### config.mk
export PLATFORM = sky130hd
export DESIGN_NAME = hdu_multicycle
export DESIGN_NICKNAME = d
export VERILOG_FILES = /design/src/rtl/hazard_pkg.sv /design/src/rtl/hdu_stall_counter.sv /design/src/rtl/hdu_multicycle.sv
export SDC_FILE = /design/constraint.sdc
export NUM_CORES = 1
export LEC_CHECK = 0
export ABC_AREA = 1
export BUFFER_PORTS_ARGS = -buffer_cell sky130_fd_sc_hd__buf_2
export CAP_MARGIN = 10
export CORE_ASPECT_RATIO = 0.7
export CORE_MARGIN = 2
export CORE_UTILIZATION = 35
export CTS_BUF_LIST = sky130_fd_sc_hd__clkbuf_2 sky130_fd_sc_hd__clkbuf_4 sky130_fd_sc_hd__clkbuf_8
export DETAILED_ROUTE_END_ITERATION = 10
export GPL_ROUTABILITY_DRIVEN = 0
export GPL_TIMING_DRIVEN = 0
export SYNTH_ARGS = -nofsm -noshare
export SYNTH_HDL_FRONTEND = slang
export SYNTH_SLANG_ARGS = --single-unit
### constraint.sdc
create_clock -name clk -period 1.57 [get_ports clk]
set_input_delay 0.314 -clock clk [delete_from_list [all_inputs] [get_ports clk]]
set_output_delay 0.314 -clock clk [all_outputs]
set_load 0.01 [all_outputs]
### src/rtl/hazard_pkg.sv
// Shared types and helpers for the multicycle hazard detection unit.
// Holds the FSM state encoding, the zero-register index and cnt sizing.
package hazard_pkg;

  typedef enum logic [1:0] {
    IDLE      = 2'd0,
    LOAD_WAIT = 2'd1,
    BR_WAIT   = 2'd2
  } hdu_state_t;

  localparam int unsigned REG_ZERO = 0;

  function automatic int cnt_w(input int a, input int b);
    int m;
    m = (a > b) ? a : b;
    return $clog2(m + 1);
  endfunction

endpackage

### src/rtl/hdu_stall_counter.sv
// Loadable down-counter shared by both wait states of the hazard unit.
// Ports: clk, rst (async, active-low), clr, load, load_val, en -> done.
module hdu_stall_counter #(
  parameter int W = 2
) (
  input  logic         clk,
  input  logic         rst,
  input  logic         clr,
  input  logic         load,
  input  logic [W-1:0] load_val,
  input  logic         en,
  output logic         done
);

  logic [W-1:0] cnt;

  always_ff @(posedge clk or negedge rst) begin
    if (!rst) begin
      cnt <= '0;
    end else if (clr) begin
      cnt <= '0;
    end else if (load) begin
      cnt <= load_val;
    end else if (en && cnt != '0) begin
      cnt <= cnt - W'(1);
    end
  end

  // Set in the last cycle of a wait state.
  assign done = (cnt == W'(1));

endmodule

### src/rtl/hdu_multicycle.sv
// Multicycle load-use / branch hazard detection between IF/ID and ID/EX.
// Ports: IF/ID sources, ID/EX dest, branch/flush controls -> stall outputs.
// Optional HDU_PERF_CNT_EN adds load/branch stall cycle counters.
module hdu_multicycle
  import hazard_pkg::*;
#(
  parameter int REGFILE_LEN    = 6,
  parameter int LOAD_LAT       = 2,
  parameter int BRANCH_PENALTY = 3
) (
  input  logic                   clk,
  input  logic                   rst,
  input  logic [REGFILE_LEN-1:0] rs1_IF_ID,
  input  logic [REGFILE_LEN-1:0] rs2_IF_ID,
  input  logic                   rs1_used_IF_ID,
  input  logic                   rs2_used_IF_ID,
  input  logic [REGFILE_LEN-1:0] rd_ID_EX,
  input  logic                   mem_read_ID_EX,
  input  logic                   reg_write_ID_EX,
  input  logic                   branch_src_IF_ID,
  input  logic                   branch_resolved,
  input  logic                   flush,
  output logic                   load_stall,
  output logic                   branch_stall,
  output logic                   stall,
  output logic                   bubble_ID_EX,
  output logic                   busy
`ifdef HDU_PERF_CNT_EN
  ,
  output logic [31:0]            load_stall_cycles,
  output logic [31:0]            branch_stall_cycles
`endif
);

  localparam int CW = cnt_w(LOAD_LAT, BRANCH_PENALTY);
  localparam logic [REGFILE_LEN-1:0] ZERO =
    REGFILE_LEN'(REG_ZERO);

  hdu_state_t    state, state_nx;
  logic          ld, en, clr, done;
  logic [CW-1:0] ld_val;
  logic          ls, bs;
  logic          load_hit, br_hit;

  assign load_hit = mem_read_ID_EX & reg_write_ID_EX &
                    (rd_ID_EX != ZERO) &
                    ((rs1_used_IF_ID & (rd_ID_EX == rs1_IF_ID)) |
                     (rs2_used_IF_ID & (rd_ID_EX == rs2_IF_ID)));
  assign br_hit   = branch_src_IF_ID;

  always_comb begin
    state_nx = state;
    ld       = 1'b0;
    ld_val   = '0;
    en       = 1'b0;
    clr      = 1'b0;
    ls       = 1'b0;
    bs       = 1'b0;
    if (flush) begin
      state_nx = IDLE;
      clr      = 1'b1;
    end else begin
      unique case (state)
        IDLE: begin
          if (load_hit) begin
            ls = 1'b1;
            if (LOAD_LAT > 1) begin
              state_nx = LOAD_WAIT;
              ld       = 1'b1;
              ld_val   = CW'(LOAD_LAT - 1);
            end
          end else if (br_hit) begin
            bs = 1'b1;
            if (BRANCH_PENALTY > 1 && !branch_resolved) begin
              state_nx = BR_WAIT;
              ld       = 1'b1;
              ld_val   = CW'(BRANCH_PENALTY - 1);
            end
          end
        end
        LOAD_WAIT: begin
          ls = 1'b1;
          en = 1'b1;
          if (done) state_nx = IDLE;
        end
        BR_WAIT: begin
          // Resolution releases the stall in the same cycle.
          if (branch_resolved) begin
            state_nx = IDLE;
            clr      = 1'b1;
          end else begin
            bs = 1'b1;
            en = 1'b1;
            if (done) state_nx = IDLE;
          end
        end
        default: begin
          state_nx = IDLE;
          clr      = 1'b1;
        end
      endcase
    end
  end

  always_ff @(posedge clk or negedge rst) begin
    if (!rst) state <= IDLE;
    else      state <= state_nx;
  end

  hdu_stall_counter #(.W(CW)) u_cnt (
    .clk      (clk),
    .rst      (rst),
    .clr      (clr),
    .load     (ld),
    .load_val (ld_val),
    .en       (en),
    .done     (done)
  );

  assign load_stall   = rst & ls;
  assign branch_stall = rst & bs;
  assign stall        = load_stall | branch_stall;
  assign bubble_ID_EX = stall;
  assign busy         = rst & (state != IDLE);

`ifdef HDU_PERF_CNT_EN
  always_ff @(posedge clk or negedge rst) begin
    if (!rst) begin
      load_stall_cycles   <= '0;
      branch_stall_cycles <= '0;
    end else begin
      if (load_stall && load_stall_cycles != '1)
        load_stall_cycles <= load_stall_cycles + 32'd1;
      if (branch_stall && branch_stall_cycles != '1)
        branch_stall_cycles <= branch_stall_cycles + 32'd1;
    end
  end
`endif

endmodule

[Word-level counts from Yosys, hierarchy flattened]
Cells that the tools add are included.
Word-level totals
  flip-flop bits (word level): 4
  bits of input ports: 27
  logic and storage cells: 60
Cells by class
  $add $sub $neg: 1
  equal/unequal tests: 7
  mux-type cells: 32
  bitwise logic cells: 10
  reductions and logical operators: 8
Operators by type and width (count)
  2-bit 2-to-1 mux: 14
  1-bit 2-to-1 mux: 13
  6-bit == test: 2
  1-bit AND: 8
  4-bit inequality test (second input constant): 2
  1-bit case mux with 2 select lines: 4
  2-bit case mux with 3 select lines: 1
  6-bit nonzero test: 1
  2-bit by 1-bit == test with 1-bit output (second input constant): 2
  2-bit nonzero test: 2
  3-bit nonzero test: 1
  2-bit == test (second input constant): 1
  2-bit logical NOT: 1
  1-bit OR: 2
  2-bit AND reduction: 1
  2-bit OR reduction: 1
  2-bit by 1-bit subtractor with 2-bit output (second input constant): 1
  1-bit logical AND: 1

[Depth between registers and ports, before layout]
Gate-level depths: netlist (run 1).
  depth in word-level cells: 9
  gate-level depth with buffers: 14

[By module]
A second synthesis (run 1) with hierarchy kept.
Unflattened totals
  cells, all modules: 137
  area, all modules: 763.2 um2
By module, submodules not included
  hdu_multicycle: times used 1, cells each 116, area each 614.3 um2, sequential area each 50.0 um2
  hdu_stall_counter: times used 1, cells each 21, area each 148.9 um2, sequential area each 50.0 um2

[Worst setup path after synthesis (run 1)]
No wires, ideal clock.
  path kind: input port to output port
  start: input rd_ID_EX[5]
  end: output stall
  arrival time: 1.237 ns
  path slack: 0.019 ns
  cell stages on the path: 12
  path buffers: 1
  path through: inv_2 > a21boi_0 > nand2_1 > nor2_1 > nand2_1 > nand2_2 > nand2_2 > nand3_2 > nand2_2 > nand2_2 > nand2_1 > buf_4
Between the ends
  cells in the longest elaborated chain, start to end: 9
RTL lines
  from (decl): line hdu_multicycle.sv:17  | input logic [REGFILE_LEN-1:0] rd_ID_EX,
  6-bit == test, on equally long branches: line hdu_multicycle.sv:47, hdu_multicycle.sv:48
  1-bit AND, on equally long branches: line hdu_multicycle.sv:47, hdu_multicycle.sv:48
  1-bit OR: line hdu_multicycle.sv:47  | ((rs1_used_IF_ID & (rd_ID_EX == rs1_IF_ID)) |
  1-bit AND (*): line hdu_multicycle.sv:46  | (rd_ID_EX != ZERO) &
  1-bit 2-to-1 mux: line hdu_multicycle.sv:65  | if (load_hit) begin
  1-bit case mux with 2 select lines: line hdu_multicycle.sv:63  | unique case (state)
  1-bit 2-to-1 mux: line hdu_multicycle.sv:59  | if (flush) begin
  1-bit AND, on equally long branches: line hdu_multicycle.sv:120, hdu_multicycle.sv:121
  1-bit OR (*): line hdu_multicycle.sv:122  | assign stall = load_stall | branch_stall;
  to (decl): line hdu_multicycle.sv:25  | output logic stall,
Mark *: on every way between the ends. The rest lies on a longest branch, timed or not.

[Worst setup path in the final report (run 1)]
  start: register state[0]
  end: output stall
Between the ends
  cells in the longest elaborated chain, start to end: 5
RTL lines
  from (decl): line hdu_multicycle.sv:39  | hdu_state_t state, state_nx;
  from (signal assigned): line hdu_multicycle.sv:107  | else state <= state_nx;
  2-bit by 1-bit == test with 1-bit output, or another cell as far along: line hdu_multicycle.sv:63
  1-bit case mux with 2 select lines: line hdu_multicycle.sv:63
  1-bit 2-to-1 mux: line hdu_multicycle.sv:59
  1-bit AND, on equally long branches: line hdu_multicycle.sv:120, hdu_multicycle.sv:121
  1-bit OR (*): line hdu_multicycle.sv:122
Marked as above.

==> impl_results.md, run 1 <==
* Synthesized cell area at between 700 and 800 um^2
* Final period util at 112%
* Max Cap Viol at 0
* Total Power at 0.671 mW
* Compound-Gate Fraction of Synth Area at 4.97%
* R2R setup slack at -120 ps
* Crit start category: register
* Die W at 58.6 um
* Largest cells by area after synthesis: nand2_1 (26%), inv_1 (14%), dfrtp_1 (14%), ha_1 (10%), nor2_1 (7.2%)
* Via density at roughly 4.6
* Largest net degree at the start of global routing at 6
* Worst endpoint data arrival time at 1450 ps
* Syn nets at 172
* Average routed wire per standard cell at 10.7 um
* Adder-Cell Fraction of Synth Area at between 10% and 20%
* Die Area at ~0.0025 mm^2
* Leak at 0.772 nW
* Hold WC Path Type: primary input to async pin
* CP Capture Type: output pin
* RSZ-0062 raised after global routing: true
* CP Max Fanout at 4
* Clock Path Buffers at 2
* CTS sink count at 4
* Nets@finish at between 200 and 250
* Layout cell share with drive strength beyond 1 at 49.2%
* Area growth, synth to finish at 66.8%
* Yosys cell types at 17
* Worst Tran Pin Value at between 300 and 400 ps
* CP Data Required Time at 1260 ps
* Final hold violations at 0
* Setup violations, final at 7
* Clock period minus worst slack at 1760 ps
* Relative slew slack at 79.1%
* Port buffer count at 31
* Mux share of post-synthesis cell area at 0%
* Starting density of the core at 38.1%
* Fmax at between 0.5 and 0.6 GHz
* Routed Antenna Nets at 0
* Yosys reg bits at 4
* Diodes inserted at 0
* Worst-Skew Late Latency at roughly 230 ps
* Row cnt at 13
* Layout Skew at 4.19 ps
* Reg2Reg Depth at 13
* Sequential area share after synthesis at 13.7%
* Die height at between 40 and 50 um
* Post-Syn Area per Cell at ~5.3 um^2
* Initial antenna violation count at 0
* CTS H-Tree Depth at 1
* TritonRoute pass-1 iters at 7
* Vias in the first global route at roughly 900
* CTS root buf: clkbuf_4
* Status: finished, violations left
* Final WL at about 2.3 mm
* Post-Place Cells at 192
* CP Class: register to output pin
* Max Slew Vio Count at 0
* Reg-to-Reg Start: state[0]
* Drc violations at 1
* Global-route wire length before repair at 3.63 mm
* Largest family of logic cells by synthesized area: simple AND/OR/NAND/NOR gates
* Reg clk slew, reported paths at 40 ps
* Synth warnings at 0
* Area share of the largest cell type after synthesis at 25.7%
* DR iter-0 viols at 34
* Gr ovfl total at 0
* Synth Area in Simple Gates at 52.6%
* PD cells at between 500 and 600 mW/mm^2
* Total clock buffers created by CTS at 3
* Syn Inst Count at 139
* # IOs at 32
* Final Worst Setup Slack at -191 ps
* Synth Area in XOR/XNOR at 0%
* Failing checks: design-rule violations, negative setup slack
* Via Count at a little under 1000
* CTS tree: done
* Core Region at 0.00192 mm^2
* Post-DP HPWL at 1.57 mm
* Area leader, netlist: nand2_1
* Critical R2R Capture: u_cnt.cnt[0]
* VDD IR max at approximately 360 uV
* Final cell count without fillers at 211
* GRT Total Usage at roughly a fifth
## cell families after synthesis
| family | count (synthesis) |
|---|---|
| AO/OA/AOI/OAI | 6 |
| flip-flops | 4 |
| buffers and inverters | 35 |
| AND/OR/NAND/NOR | 88 |
| adder cells (fa/ha/maj) | 6 |
## metal layers
| layer | routed length [um] | share of wire [%] | GRT usage, % | vias to the layer above |
|---|---|---|---|---|
| met4 | 34 | 1.5 | 4.55 | 0 |
| met5 | 0 | 0 | 0 | - |
| li1 | - | - | - | 512 |
| met1 | 995 | 44 | 24.3 | 416 |
| met2 | 1080 | 48 | 31.5 | 30 |
| met3 | 146 | 6.5 | 5.25 | 4 |
## where the power goes
group	internal (mW)	leakage (nW)	switching, mW
Sequential	0.119	0.0523	0.0168
Combinational	0.197	0.705	0.212
Clock	0.0854	0.0138	0.0402
## synth_stat cells
cell type,n
nand3_2,2
nand3_1,10
ha_1,6
inv_1,28
buf_4,1
a21boi_1,1
nor2_2,1
nand2_1,50
nor2_1,14
dfrtp_1,4
nand2_2,8
inv_2,6
o22ai_1,1
a21boi_0,1
nor3_1,1
nand4_1,2
o21ai_0,3
## metrics by stage
| stage | TNS [ps] | utilization (%) | area, um^2 | setup slack, ps | hold slack, ps |
|---|---|---|---|---|---|
| after detailed placement | -1010 | 47.6 | 913 | -252 | 127 |
| after global routing | -1680 | 63.5 | 1220 | -281 | 472 |
| after floorplan | 0 | - | 731 | 18.5 | 18.4 |
| after CTS | -459 | 57.5 | 1100 | -149 | 446 |
| final | -951 | 63.5 | 1220 | -191 | 461 |
| after global placement | -887 | 47.6 | 913 | -254 | 125 |
## cell usage in the layout, fill, tap and decap left out, drive strengths merged
cell type | netlist | final
inv | 34 | 34
nand2 | 58 | 58
buf | 1 | 47
nand4 | 2 | 2
a21boi | 2 | 2
o22ai | 1 | 1
nor3 | 1 | 1
clkbuf | 0 | 3
nor2 | 15 | 15
dfrtp | 4 | 4
ha | 6 | 6
o21ai | 3 | 3
dlygate4sd3 | 0 | 1
nand3 | 12 | 12
## sequential cells by signal (all words and copies together) (netlist names)
signal	cells
state	2
u_cnt.cnt	2
## worst max path at each step
| stage | startpoint | end | slack (ps) | cells after the start |
|---|---|---|---|---|
| floorplan | rd_ID_EX[5] | stall | 20 | 12 |
| global placement | rd_ID_EX[1] | stall | -250 | 16 |
| detailed placement | rd_ID_EX[1] | stall | -250 | 16 |
| CTS | state[1] | branch_stall | -150 | 8 |
| global route | state[0] | stall | -280 | 8 |
| finish | state[0] | stall | -190 | 8 |
## cell type report
class / count / area [um^2]
Timing Repair Buffer: 47 / 329
Sequential cell: 4 / 101
Tap cell: 22 / 27.5
Buffer: 1 / 11.3
Clock buffer: 3 / 22.5
Multi-Input combinational cell: 100 / 592
Inverter: 34 / 135
Fill cell: 169 / 701
## critical path, cell delays in order (launching register included)
cell and delay, ps:
dfrtp_1 410, inv_2 130, ha_4 170, nand3_2 100, nand2_1 90, nand2_2 60, nand2_2 80, buf_6 90
buf_6 80
## timing repair
item / CTS / global route
hold buffers: 1 / 0
hold endpoints to repair: 4 / 0
endpoints found under the setup margin: 9 / 9
setup buffers: 10 / 5
pin swaps: 10 / 19
gates resized for setup: 27 / 23
No activity file was read; power rests on OpenSTA's default activity.
==> run 2: changes to the inputs <==
--- a/config.mk
+++ b/config.mk
@@ -10,7 +10,7 @@
 export CAP_MARGIN = 10
 export CORE_ASPECT_RATIO = 0.7
 export CORE_MARGIN = 2
-export CORE_UTILIZATION = 35
+export CORE_UTILIZATION = 30
 export CTS_BUF_LIST = sky130_fd_sc_hd__clkbuf_2 sky130_fd_sc_hd__clkbuf_4 sky130_fd_sc_hd__clkbuf_8
 export DETAILED_ROUTE_END_ITERATION = 10
 export GPL_ROUTABILITY_DRIVEN = 0
==> run 2 against run 1 <==
Against the previous run: the run ends with negative setup slack left; cell area fell by 6.1%; highest routed layer unchanged; non-clock buffer count fell by 7; largest cell class unchanged; register-to-register slack improved by 160 ps.
==> impl_results.md, run 2 (synthesis gave the netlist of run 1 again) <==
* Clock period minus worst slack at 1740 ps (-16.8 ps)
* TritonRoute pass-1 iters at 4 (-3)
* Reg2Reg Depth at 11 (-2)
* Die Area at 0.00285 mm^2 (+15%)
* Switching power at 0.238 mW (-12%)
* Final WL at 1.99 mm (-12%)
* Final cell count without fillers at 214 (+1.4%)
* Max Slew Vio Count at 0 (unchanged)
* Crit start category: register
* Max Cap Viol at 0 (unchanged)
* VDD IR max at 234 uV (-36%)
* Drc violations at 0 (-1)
* # IOs at 32 (unchanged)
* Fmax at 0.573 GHz (+0.96%)
* CP Data Required Time at 1260 ps (about the same)
* Most frequent cells in the layout: nand2_1 (44), inv_1 (21), buf_2 (20), nor2_1 (14), nand2_2 (13)
* Min-Delay Path Depth at 4
* Starting density of the core at 32.8% (-5.2 points)
* Status: finished, violations left
* Fin area at 0.00114 mm^2 (-6.1%)
* Die height at 45.3 um (+7.2%)
* Final Worst Setup Slack at -174 ps (+16.8 ps)
* Die W at 63.0 um (+7.5%)
* Reg-to-Reg Start: state[0]
* R2R setup slack at 40 ps (+160 ps)
* Int Pwr at 0.358 mW (-11%)
* Min-Delay Endpoint: state[1]
* Gr ovfl total at 0 (unchanged)
* Core Region at 0.00222 mm^2 (+16%)
* Hold WC Path Type: primary input to register
* Worst Tran Pin Value at 345 ps (+32.4 ps)
* DR iter-0 viols at 29 (-15%)
* Worst endpoint data arrival time at 1430 ps (-20 ps)
* CTS tree: done
* Leak at 0.727 nW (-5.8%)
* Switching part of the total power at 39.9% (-0.26 points)
* Commonest non-fill, non-tap cell in the layout: nand2_1
* Final hold violations at 0 (unchanged)
* Row cnt at 14 (+1)
* Worst-Skew Late Latency at 240 ps (about the same)
* Port buffer count at 31 (unchanged)
* Total clock buffers created by CTS at 3 (unchanged)
* HP Start: flush
* Layout Skew at 6.37 ps (+2.18 ps)
* Failing checks: negative setup slack
* Top flop regs: state x2, u_cnt.cnt x2
* Clock share of power at 22.3% (+3.6 points)
* Reg clk slew, reported paths at 40 ps (about the same)
* Via density at 4.40 (-3.6%)
* Relative slew slack at 76.8% (-2.3 points)
* Setup violations, final at 4 (-3)
* Diodes inserted at 0 (unchanged)
* Layout cell share with drive strength beyond 1 at 43.4% (-5.8 points)
* Critical R2R Capture: u_cnt.cnt[1]
* RSZ-0062 raised after global routing: true
* CTS H-Tree Depth at 1 (unchanged)
* Min Hold Slack at 433 ps (-27.5 ps)
* Flop pwr share at 22.2% (+2.0 points)
* CTS sink count at 4 (unchanged)
* Total Power at 0.596 mW (-11%)
* Clock Path Buffers at 2 (unchanged)
* CP Capture Type: output pin
* Area post-placement at 926 um^2 (+1.4%)
* CP Max Fanout at 4 (unchanged)
* Largest net degree at the start of global routing at 7 (+1)
* Area growth, synth to finish at 56.7%
* Via Count at 941 (-2.2%)
* Average routed wire per standard cell at 9.30 um (-13%)
* Nets@finish at 217 (-3.1%)
* Initial antenna violation count at 0 (unchanged)
* Post-Place Cells at 202 (+5.2%)
* CP Class: register to output pin
* Post-DP HPWL at 1.60 mm (+1.9%)
* PD cells at 521 mW/mm^2 (-5.4%)
* Combinational power share at 55.5% (-5.6 points)
* Final period util at 111% (-1.1 points)
* CTS root buf: clkbuf_4
* Routed Antenna Nets at 0 (unchanged)
* Vias in the first global route at 837 (-6.5%)
* GRT Total Usage at 15.3% (-3.7 points)
* Global-route wire length before repair at 3.41 mm (-6.1%)
[run 2: changes by cell type in the layout (fill, tap and decap cells not counted), moves of 2 or more]
cell | previous run | this run
buf_6 | 8 | 10
buf_2 | 24 | 20
nand3_2 | 6 | 3
nor2_1 | 12 | 14
buf_4 | 14 | 9
nand3_1 | 6 | 9
[run 2: how the worst max path moves through the flow]
stage,startpoint,endpoint,slack (ps)
after floorplan,rd_ID_EX[5],stall,20
after global placement,rd_ID_EX[5],stall,-270
after detailed placement,rd_ID_EX[5],stall,-310
after CTS,rd_ID_EX[5],stall,-190
after global routing,state[0],branch_stall,-270
final,state[0],branch_stall,-170
[run 2: layout make-up]
type	count	area, um^2
inverters	34	133
multi-input cells	100	543
flip-flops and latches	4	101
repair buffers	40	294
well taps	32	40.0
fillers	235	1080
plain buffers	1	11.3
clock buffers	3	22.5
[run 2: power by group through the flow]
| stage | combinational (mW) | sequential [mW] | clock (mW) |
|---|---|---|---|
| 3_3_place_gp | 0.258 | 0.133 | 0 |
| 4_1_cts | 0.310 | 0.131 | 0.128 |
| 6_report | 0.331 | 0.132 | 0.133 |
| 2_1_floorplan | 0.178 | 0.130 | 0 |
| 3_5_place_dp | 0.265 | 0.133 | 0 |
| 5_1_grt | 0.378 | 0.134 | 0.147 |
[run 2: timing repair]
item,4_1_cts,5_1_grt
gates resized for setup,17,23
endpoints found under the hold margin,4,0
pin swaps,12,14
endpoints found under the setup margin,9,8
hold buffers,1,0
cloned,0,0
buffers inserted,5,3
[run 2: worst max-delay path: stages, from the launching register on]
cell	delay (ps)
dfrtp_2	430
inv_2	100
ha_2	190
nand2_2	70
nand2_2	70
nand2_2	50
buf_4	130
inv_1	40
buf_2	110
[run 2: stage by stage]
| step | util (%) | setup slack, ps | setup TNS, ps |
|---|---|---|---|
| after CTS | 47.6 | -187 | -537 |
| after global placement | 41.6 | -269 | -811 |
| after floorplan | - | 18.5 | 0 |
| after global routing | 51.5 | -266 | -1070 |
| final | 51.5 | -174 | -530 |
| after detailed placement | 41.6 | -309 | -1100 |
[run 2: layer usage]
| metal | global-route usage, % | wire (um) |
|---|---|---|
| met1 | 19.3 | 959 |
| met2 | 26.8 | 879 |
| met3 | 3.49 | 120 |
| met4 | 4.00 | 31 |
| met5 | 0 | 0 |
